[src/rtl/fp_sched_pkg.sv]
// Types shared by the fp_div request scheduler: the issue tag carried alongside the divider
// pipeline and the rounding-mode encoding handed through to fp_div.
package fp_sched_pkg;

    localparam int MAX_NREQ = 8;
    localparam int MAX_IDW  = $clog2(MAX_NREQ);

    // Same encoding as round_t in enum_typedefs_pkg, so modes pass straight through to fp_div.
    typedef enum logic [2:0] {
        RND_NE   = 3'd0,
        RND_TZ   = 3'd1,
        RND_UP   = 3'd2,
        RND_DN   = 3'd3,
        RND_NEAR = 3'd4,
        RND_AWAY = 3'd5
    } round_t;

    typedef struct packed {
        logic               valid;
        logic [MAX_IDW-1:0] id;
    } tag_t;

endpackage

[src/rtl/fp_div_sched_rr_arbiter.sv]
// Round-robin arbiter: one-hot grant to the first requester at or above the pointer,
// wrapping; the pointer moves past the winner and holds when nothing is granted.
module rr_arbiter #(
    parameter int NREQ = 4,
    parameter int IDW  = 2
) (
    input  logic            clk,
    input  logic            reset,
    input  logic [NREQ-1:0] req_i,
    input  logic            enable_i,
    output logic [NREQ-1:0] grant_o,
    output logic            grant_valid_o,
    output logic [IDW-1:0]  grant_id_o
);

    logic [IDW-1:0] ptr_q, ptr_d;
    logic           found;

    function automatic int wrap_idx(input int base, input int offs);
        int idx;
        idx = base + offs;
        if (idx >= NREQ) idx = idx - NREQ;
        return idx;
    endfunction

    always_comb begin
        grant_o       = '0;
        grant_valid_o = 1'b0;
        grant_id_o    = '0;
        found         = 1'b0;
        ptr_d         = ptr_q;
        if (enable_i) begin
            for (int k = 0; k < NREQ; k++) begin
                if (!found && req_i[wrap_idx(int'(ptr_q), k)]) begin
                    found                             = 1'b1;
                    grant_o[wrap_idx(int'(ptr_q), k)] = 1'b1;
                    grant_id_o                        = IDW'(wrap_idx(int'(ptr_q), k));
                end
            end
        end
        grant_valid_o = found;
        if (found) begin
            ptr_d = (grant_id_o == IDW'(NREQ - 1)) ? '0 : grant_id_o + 1'b1;
        end
    end

    always_ff @(posedge clk or posedge reset) begin
        if (reset) ptr_q <= '0;
        else       ptr_q <= ptr_d;
    end

endmodule

[src/rtl/fp_div_sched.sv]
// Shares one pipelined fp_div among NREQ requesters: arbitrates, muxes operands, tags each
// issue through the divider latency and presents results on one registered valid/ready port.
module fp_div_sched
    import fp_sched_pkg::*;
#(
    parameter  int SIG_WIDTH   = 23,
    parameter  int EX_WIDTH    = 8,
    parameter  int PIPE_STAGES = 0,
    parameter  int NREQ        = 4,
    localparam int IDW         = $clog2(NREQ),
    localparam int FW          = SIG_WIDTH + EX_WIDTH + 1
) (
    input  logic             clk,
    input  logic             reset,
    input  logic [NREQ-1:0]  req_valid,
    output logic [NREQ-1:0]  req_ready,
    input  logic [NREQ*FW-1:0] req_a,
    input  logic [NREQ*FW-1:0] req_b,
    input  logic [NREQ*3-1:0]  req_round,
    output logic [FW-1:0]    div_a,
    output logic [FW-1:0]    div_b,
    output round_t           div_round,
    output logic             div_enable,
    input  logic [FW-1:0]    div_z,
    input  logic [7:0]       div_status,
    output logic             res_valid,
    input  logic             res_ready,
    output logic [IDW-1:0]   res_id,
    output logic [FW-1:0]    res_z,
    output logic [7:0]       res_status,
    output logic [2:0]       inflight
);

    // Handshake: an op issues when req_valid[i] & req_ready[i]; a result retires when
    // res_valid & res_ready. Everything downstream of the arbiter moves only when adv is high.
    logic           adv;
    logic           grant_valid;
    logic [IDW-1:0] grant_id;
    tag_t           grant_tag, tag_out;

    logic [FW-1:0]  a_q, b_q;
    round_t         round_q;

    logic           res_valid_q, res_valid_d;
    logic [IDW-1:0] res_id_q, res_id_d;
    logic [FW-1:0]  res_z_q, res_z_d;
    logic [7:0]     res_status_q, res_status_d;
    logic [2:0]     inflight_q, inflight_d;

    assign adv        = !res_valid_q || res_ready;
    assign div_enable = adv;

    rr_arbiter #(.NREQ(NREQ), .IDW(IDW)) u_arb (
        .clk           (clk),
        .reset         (reset),
        .req_i         (req_valid),
        .enable_i      (adv),
        .grant_o       (req_ready),
        .grant_valid_o (grant_valid),
        .grant_id_o    (grant_id)
    );

    // With no grant the divider sees the previous operands, so its inputs stay quiet on bubbles.
    always_comb begin
        div_a     = a_q;
        div_b     = b_q;
        div_round = round_q;
        if (grant_valid) begin
            div_a     = req_a[int'(grant_id)*FW +: FW];
            div_b     = req_b[int'(grant_id)*FW +: FW];
            div_round = round_t'(req_round[int'(grant_id)*3 +: 3]);
        end
    end

    always_ff @(posedge clk or posedge reset) begin
        if (reset) begin
            a_q     <= '0;
            b_q     <= '0;
            round_q <= RND_NE;
        end else if (grant_valid) begin
            a_q     <= div_a;
            b_q     <= div_b;
            round_q <= div_round;
        end
    end

    always_comb begin
        grant_tag.valid = grant_valid;
        grant_tag.id    = MAX_IDW'(grant_id);
    end

    generate
        if (PIPE_STAGES == 0) begin : g_comb_tag
            assign tag_out = grant_tag;
        end else begin : g_tag_pipe
            tag_t tag_q [PIPE_STAGES];
            always_ff @(posedge clk or posedge reset) begin
                if (reset) begin
                    for (int i = 0; i < PIPE_STAGES; i++) tag_q[i] <= '0;
                end else if (adv) begin
                    tag_q[0] <= grant_tag;
                    for (int i = 1; i < PIPE_STAGES; i++) tag_q[i] <= tag_q[i-1];
                end
            end
            assign tag_out = tag_q[PIPE_STAGES-1];
        end
    endgenerate

    always_comb begin
        res_valid_d  = res_valid_q;
        res_id_d     = res_id_q;
        res_z_d      = res_z_q;
        res_status_d = res_status_q;
        if (adv) begin
            res_valid_d = tag_out.valid;
            if (tag_out.valid) begin
                res_id_d     = IDW'(tag_out.id);
                res_z_d      = div_z;
                res_status_d = div_status;
            end
        end
        inflight_d = inflight_q;
        case ({grant_valid, res_valid_q && res_ready})
            2'b10:   inflight_d = inflight_q + 3'd1;
            2'b01:   inflight_d = inflight_q - 3'd1;
            default: inflight_d = inflight_q;
        endcase
    end

    always_ff @(posedge clk or posedge reset) begin
        if (reset) begin
            res_valid_q  <= 1'b0;
            res_id_q     <= '0;
            res_z_q      <= '0;
            res_status_q <= '0;
            inflight_q   <= '0;
        end else begin
            res_valid_q  <= res_valid_d;
            res_id_q     <= res_id_d;
            res_z_q      <= res_z_d;
            res_status_q <= res_status_d;
            inflight_q   <= inflight_d;
        end
    end

    assign res_valid  = res_valid_q;
    assign res_id     = res_id_q;
    assign res_z      = res_z_q;
    assign res_status = res_status_q;
    assign inflight   = inflight_q;

endmodule

[config.mk]
export PLATFORM = sky130hd
export DESIGN_NAME = fp_div_sched
export DESIGN_NICKNAME = d
export VERILOG_FILES = /design/src/rtl/fp_sched_pkg.sv /design/src/rtl/fp_div_sched_rr_arbiter.sv /design/src/rtl/fp_div_sched.sv
export SDC_FILE = /design/constraint.sdc
export NUM_CORES = 1
export LEC_CHECK = 0
export BUFFER_PORTS_ARGS = -buffer_cell sky130_fd_sc_hd__clkbuf_2
export CAP_MARGIN = 20
export CORE_AREA = 3 3 170 172
export DETAILED_ROUTE_END_ITERATION = 6
export DIE_AREA = 0 0 173 175
export PLACE_DENSITY = 0.6
export SLEW_MARGIN = 0
export SYNTH_ARGS = -nofsm -noshare
export SYNTH_HDL_FRONTEND = slang
export SYNTH_SLANG_ARGS = --single-unit
[constraint.sdc]
create_clock -name clk -period 4.85 [get_ports clk]
set_clock_uncertainty 0.15 [all_clocks]
set_input_delay 0.97 -clock clk [delete_from_list [all_inputs] [get_ports clk]]
set_output_delay 0.97 -clock clk [all_outputs]
set_load 0.005 [all_outputs]
### Yosys cells after proc, flatten, opt, wreduce, memory -nomap -nowiden

Cells that the tools add are included.

* memory bits (read-only): 0
* flip-flop bits (word level): 115
* input bits: 315
* bits in latches: 0
* RAM bits: 0
* memories: 0

* bitwise logic cells: 3
* equality and inequality tests: 3
* multiply operators: 1
* add/subtract/negate cells: 10
* magnitude comparators: 16
* muxes and demuxes: 62
* divide/modulo/power cells: 0
* shifts and indexed selects: 3
* reduce and logical (&&, ||, !) cells: 15

Operator list (count)
* 2-to-1 mux 32 bit: 18
* less-than comparator 32 x 4 -> 1 bit (second input constant): 8
* variable part select 128 x 8 -> 32 bit: 2
* greater-or-equal comparator 32 x 1 -> 1 bit (second input constant): 4
* greater-or-equal comparator 32 x 4 -> 1 bit (second input constant): 3
* subtractor 32 x 4 -> 32 bit (second input constant): 3
* 2-to-1 mux 4 bit: 8
* 2-to-1 mux 1 bit: 20
* 2-to-1 mux 2 bit: 6
* OR 4 bit: 3
* variable part select 12 x 5 -> 3 bit: 1
* binary-select mux 1 bit (select 2 bit): 4
* demux 1 bit (select 2 bit): 4
* logical AND 1 bit: 8
* adder 2 x 2 -> 3 bit (second input constant): 2
* case mux 3 bit (2 select lines): 1
* equality test 2 bit (second input constant): 2
* logical NOT 1 bit: 4
* multiplier 2 x 2 -> 4 bit (second input constant): 1
* subtractor 2 x 3 -> 4 bit (second input constant): 1
* adder 2 x 1 -> 3 bit (second input constant): 1
* adder 3 x 1 -> 3 bit (second input constant): 1
* greater-or-equal comparator 2 x 3 -> 1 bit (second input constant): 1
* 2-to-1 mux 3 bit: 1
* other kinds (6): 6

### Depth between registers and ports, before layout

Gate-level depths: netlist (run 1).

* depth in word-level cells: 27
* mapped depth: 13

### By module

From an unflattened synthesis (run 1), not the netlist that was laid out.

* cells, all modules: 635
* area total of the unflattened synthesis: 7051.8 um^2

Modules (own cells, without submodules)
* fp_div_sched: cells each 556, instances 1, area each 6448.7 um^2
* rr_arbiter: cells each 79, instances 1, area each 603.1 um^2

### Least setup slack after synthesis (run 1)

OpenSTA, ideal clock, no wires.

* path kind: reg-to-output
* start: register u_arb.ptr_q[0]
* end: output div_a[0]
* path buffers: 5
* stages on the path, launching flop included: 14
* slack: 0.807 ns
* data required time: 3.730 ns
* arrival: 2.923 ns
* path through: dfrtp_1 > buf_6 > buf_2 > inv_1 > ha_1 > mux4_2 > nor2b_1 > buf_6 > o21a_1 > clkbuf_1 > buf_2 > nor3_1 > a2bb2oi_1 > o22ai_1

* longest elaborated chain between the ends: 22

Ends and longest elaborated chain
* start: declaration: RTL line fp_div_sched_rr_arbiter.sv:16 `logic [IDW-1:0] ptr_q, ptr_d;`
* start signal: assignment: RTL line fp_div_sched_rr_arbiter.sv:49 `else ptr_q <= ptr_d;`
* branches (longest 21 deep; another with subtractor 32 x 4 -> 32 bit)
* 2-to-1 mux 32 bit (*): RTL line fp_div_sched.sv:68 `if (grant_valid) begin`
* end: declaration: RTL line fp_div_sched.sv:20 `output logic [FW-1:0] div_a,`

Every way passes the cells marked *. The select of a mux whose other input is x is not followed.

### Worst setup path after layout (run 1)

* start: register u_arb.ptr_q[1]
* end: output div_a[11]

Same word-level chain as after synthesis.

==> results of run 1 <==
-- path summary, 6_finish.rpt --
kind                       depth (start not counted)  slack (ns)            from        endpoint
max reg2reg                                        9        1.62  u_arb.ptr_q[1]         a_q[14]
min                                                1        0.31     inflight[2]     inflight[2]
min in group asynchronous                          2        0.40           reset         a_q[22]
max                                               10        0.24  u_arb.ptr_q[1]       div_a[11]
min reg2reg                                        1        0.31     inflight[2]     inflight[2]
max in group asynchronous                          3        3.15           reset  u_arb.ptr_q[1]
-- critical path, stage by stage (launching register included) --
cell	delay [ns]
dfrtp_2	0.43
inv_1	0.08
ha_2	0.41
mux4_2	0.60
nor2_1	0.26
o41a_2	0.23
buf_12	0.19
buf_12	0.27
mux2i_1	0.28
o22ai_1	0.11
clkbuf_2	0.16
-- state kept, by name (all words and copies together), names as in the netlist --
name         count
inflight         3
a_q             32
res_z           32
b_q             32
u_arb.ptr_q      2
res_status       8
res_id           2
round_q          3
res_valid        1
-- cells in the mapped netlist, types with 2 or more instances --
master,count,area [um^2]
and2_1,8,50.05
o22ai_1,102,638.1
mux2i_1,85,850.8
mux4_2,3,67.56
a22oi_1,5,37.54
buf_6,3,33.78
buf_1,2,7.510
buf_4,7,52.55
a221oi_1,22,192.7
xor2_1,2,17.52
nor4_1,2,12.51
buf_2,17,85.08
o21ai_0,3,15.01
o221ai_1,14,122.6
nor2b_1,2,12.51
clkbuf_1,40,150.1
nor3_1,51,255.2
xnor2_1,3,26.28
nor2_1,78,292.8
nand2_1,133,499.2
ha_1,5,62.56
inv_1,8,30.03
a21oi_1,2,10.01
dfrtp_1,115,2878
a2bb2oi_1,51,446.7
o21ai_1,2,10.01
-- per-stage QoR --
step | instances | hold WS (ns) | cell area [um^2] | util, % | setup WS [ns]
CTS | 1575 | 0.3235 | 10270 | 37.18 | 0.07919
global placement | 1543 | 0.3081 | 9632 | 34.86 | 0.4695
floorplan | 781 | 0.2994 | 7037 | - | 0.6859
global route | 1577 | 0.3442 | 10300 | 37.27 | 0.03013
finish | 1578 | 0.3147 | 10300 | 37.28 | 0.2371
detailed placement | 1543 | 0.3108 | 9632 | 34.86 | 0.3824
-- metal layers --
metal	up-vias	track usage, %	wire length [um]
met5	-	0	13
met4	2	5.101	530
li1	3725	-	-
met3	26	4.802	1918
met1	3597	20.97	11360
met2	338	31.43	13980
-- power by group through the flow --
stage,clock network (uW),logic (uW),registers (uW)
finish,1390,3660,1430
global route,1480,4020,1470
CTS,1450,3680,1430
detailed placement,0,3680,1440
global placement,0,3630,1430
floorplan,0,2480,1420
-- area by class of cell --
cell class                 count  area [um^2]
clock inverter                15        214.0
antenna                        3        7.507
multi-input combinational    588         3827
timing repair buffer         454         2440
clock buffer                  17        425.4
tap                          378        473.0
sequential                   115         2879
inverter                       8        33.78
fill                        2862        17330
-- cell families (layout without fill, tap and decap cells) --
family                     Yosys count  after routing  share of synthesized area, %
AOI/OAI and AO/OA                  207            207                         21.91
buffers and inverters               78            494                         5.316
muxes                               89             89                         13.21
DFF                                115            115                         40.90
and+or+nand+nor                    281            281                         16.87
other                                0              3                             0
xor gates and xnor gates             5              5                        0.6224
adders and majority gates            6              6                         1.174
==> flow_summary.ini, run 1 <==
[run_status]
status = completed

[power]
p_sw_share_pct = 41.11
p_seq_share_pct = 22.0
power_density_nw_per_um2 = 629.4
power_uw = 6483
combPwrFrac_pct = 56.5
leakagePower_uw = 0.005472
pwr-share-clk_pct = 21.5
internal-power_uw = 3818
p_switching_uw = 2665
peakVddDrop_mv = 0.2390

[global_route]
track_usage_pct = 17.69
grt_pass1_wl_um = 42440
antenna_found_initial = 4
grt_max_degree = 77
grt_pass1_vias = 7509
grt-ovfl-total = 0

[die]
num_io_pins = 433
fp-row-count = 61
dieArea_um2 = 30280
start_util_pct = 25.47
die_h_um = 175
die_w_um = 173
design.core.area_um2 = 27630

[cts]
cts.clk_slew.worst_paths_ns = 0.06
ctsHoldBuffers = 0
clock-sinks = 115
clk_latency_ns = 0.40
post-cts-setup-buffers = 0
cts.path.max_buffers = 2
clock-root-buffer = clkbuf_16
numCtsBuffers = 17
cts_tree = yes
cts_max_level = 4
post_cts_resized = 0

[final_layout]
final_common_cell = clkbuf_2
drive_above_1_share_pct = 42.52
fin_nets = 1505
final_cell_mix = 432 x clkbuf_2, 133 x nand2_1, 114 x dfrtp_1
area_growth_pct = 46.37

[placed_design]
place_congestion = 0.8597
portBuffers = 432
dp_hpwl_um = 21130

[timing]
fin_tns_setup_ns = 0
fmax_mhz = 216.8
grt_setup_unrepaired = no
finalCriticalPeriod_ns = 4.613
relSlewSlack_pct = 47.61
hold_violations = 0
drv_slew = 0
tightest_slew_ns = 0.7787
setup_viol = 0
period_share_pct = 95.11

[yosys]
synth_flop_cell = dfrtp_1
ys_seq_area_share_pct = 40.90
ys_ff_latch = 115
ys_types = 42
synth-async-reset-ratio_pct = 100.0
synth_fp_nets = 1102
syn_avg_cell_area_um2 = 9.010
ys.warnings.count = 0
synth_edf_count = 0
synth_area_um2 = 7037
postSynthCellCount = 781

[drt]
first_iter_violations = 218
antenna_left = 0
drcViolationCount = 0
viasPerCell = 4.872
dr.pass1.iters = 4
avgRoutedWirePerCell_um = 17.62
wirelength_um = 27800
num_vias = 7688

[hold_path]
hold_class = register to register

[setup_path]
crit_arrival_ns = 3.49
end_kind = output pin
critPathKind = register to output pin
critPathMaxFanout = 48
cp-start-kind = register
crit_required_ns = 3.73

[job]
maxCapViolations = 0
Note: power is estimated with default switching activity, not from simulation.
==> run 2, diff against run 1 <==
- CELL_PAD_IN_SITES_DETAIL_PLACEMENT: unset -> 0
- CELL_PAD_IN_SITES_GLOBAL_PLACEMENT: unset -> 1
- CORE_AREA: 3 3 170 172 -> 3 3 169 171
- DIE_AREA: 0 0 173 175 -> 0 0 172 174
- PLACE_DENSITY: 0.6 -> 0.78
==> flow_summary.ini, run 2 (synthesized netlist as in run 1, its figures left out) <==
[die]
start_util_pct = 26.04
die_h_um = 174
num_io_pins = 433
die_w_um = 172
fp-row-count = 60
dieArea_um2 = 29930
design.core.area_um2 = 27030

[placed_design]
place_area_um2 = 9635
dp_hpwl_um = 21360
place_congestion = 0.8237
portBuffers = 432
place_ws_ns = 0.1754
place_inst = 1516

[drt]
avgRoutedWirePerCell_um = 18.28
wirelength_um = 28400
dr.pass1.iters = 5
drcViolationCount = 0
antenna_left = 0
first_iter_violations = 294
num_vias = 7746
viasPerCell = 4.985

[final_layout]
fin_cells = 1554
fillCellCount = 2806
fin_nets = 1519
final_cell_mix = 432 x clkbuf_2, 133 x nand2_1, 114 x dfrtp_1
area_growth_pct = 46.32
postLayoutCellArea_um2 = 10300
final_common_cell = clkbuf_2
drive_above_1_share_pct = 42.94

[run_status]
status = completed

[hold_path]
hold_start = res_status[7]
hold_class = register to register

[timing]
grt_setup_unrepaired = no
finalCriticalPeriod_ns = 4.629
relSlewSlack_pct = 38.29
worst_slack_ns = 0.2213
fin_tns_setup_ns = 0
period_share_pct = 95.44
setup_viol = 0
hold_violations = 0
tightest_slew_ns = 0.9257
fmax_mhz = 216.0
drv_slew = 0

[power]
leakagePower_uw = 0.005525
peakVddDrop_mv = 0.2651
power_density_nw_per_um2 = 630.3

[cts]
numCtsBuffers = 17
clock-root-buffer = clkbuf_16
cts.clk_slew.worst_paths_ns = 0.06
cts.path.max_buffers = 2
clock-sinks = 115
cts_tree = yes
cts_max_level = 4
clk_latency_ns = 0.40

[global_route]
grt-ovfl-total = 0
track_usage_pct = 18.02
grt_pass1_wl_um = 42050
grt_pass1_vias = 7593
grt_max_degree = 78
antenna_found_initial = 5

[setup_path]
cp-start-kind = register
cp_cell_sequence = inv_1, ha_2, mux4_2, nor2b_2, buf_4, o211ai_2, o41a_4, buf_4, buf_4, mux2i_1, a221oi_1, clkbuf_2
crit_arrival_ns = 3.51
r2r-start = u_arb.ptr_q[1]
crit_required_ns = 3.73
critical-path-max-stage-delay_ns = 0.55
crit_path_frequent_cell = buf_4
critPathKind = register to output pin
slowest_stage = mux4_2
end_kind = output pin
critPathMaxFanout = 7
cp-startpoint = u_arb.ptr_q[1]

[job]
maxCapViolations = 0
## run 2: repair_timing
item                                    CTS  global route
buffers inserted                          0             4
pin swaps                                 0             1
resized for setup                         2             4
endpoints found under the setup margin   65            65
hold buffers                              0             0
gates cloned                              0             0
## run 2: report_power, final
part | switching [uW] | internal [uW] | leakage [uW]
logic | 2040 | 1740 | 0.00386
clock network | 556 | 734 | 0.000282
registers | 116 | 1310 | 0.00138
total | 2710 | 3780 | 0.00553
## run 2: routing by layer
| metal | vias to the layer above | GRT usage [%] | wire, um |
|---|---|---|---|
| li1 | 3743 | - | - |
| met1 | 3636 | 21.74 | 11600 |
| met2 | 327 | 31.50 | 13910 |
| met3 | 34 | 5.072 | 2336 |
| met4 | 6 | 4.491 | 524 |
| met5 | - | 0 | 35 |
## run 2: final timing paths
kind | slack, ns | cells after the start | endpoint
min in group asynchronous | 0.58 | 2 | res_z[14]
min | 0.32 | 2 | res_status[7]
max in group asynchronous | 3.02 | 3 | u_arb.ptr_q[1]
min reg2reg | 0.32 | 2 | res_status[7]
max | 0.22 | 12 | div_a[17]
max reg2reg | 1.69 | 10 | a_q[23]
## run 2: through the flow
step           total power [uW]  util (%)  hold slack [ns]
2_1_floorplan              3909         -           0.2994
3_3_place_gp               5135     35.65           0.3065
3_5_place_dp               5180     35.65           0.3112
4_1_cts                    6517     37.88           0.3271
5_1_grt                    6989     38.09           0.3404
6_report                   6490     38.10           0.3209
## run 2: cell type report
class | instances | area (um^2) | share of cell area (%)
Multi-Input combinational cell | 588 | 3824 | 37.14
Inverter | 8 | 33.78 | 0.3281
Antenna cell | 2 | 5.005 | 0.04861
Clock inverter | 15 | 166.4 | 1.616
Sequential cell | 115 | 2879 | 27.96
Clock buffer | 17 | 425.4 | 4.132
Timing Repair Buffer | 468 | 2536 | 24.63
Tap cell | 341 | 426.7 | 4.144
## run 2: worst max-delay path, delay by kind of cell (launching register included)
family | cells | cell delay [ns]
mux | 2 | 0.68
compound gates | 3 | 0.53
simple gates | 1 | 0.23
buf+inv | 5 | 0.80
fa+ha+maj | 1 | 0.41
flops | 1 | 0.44
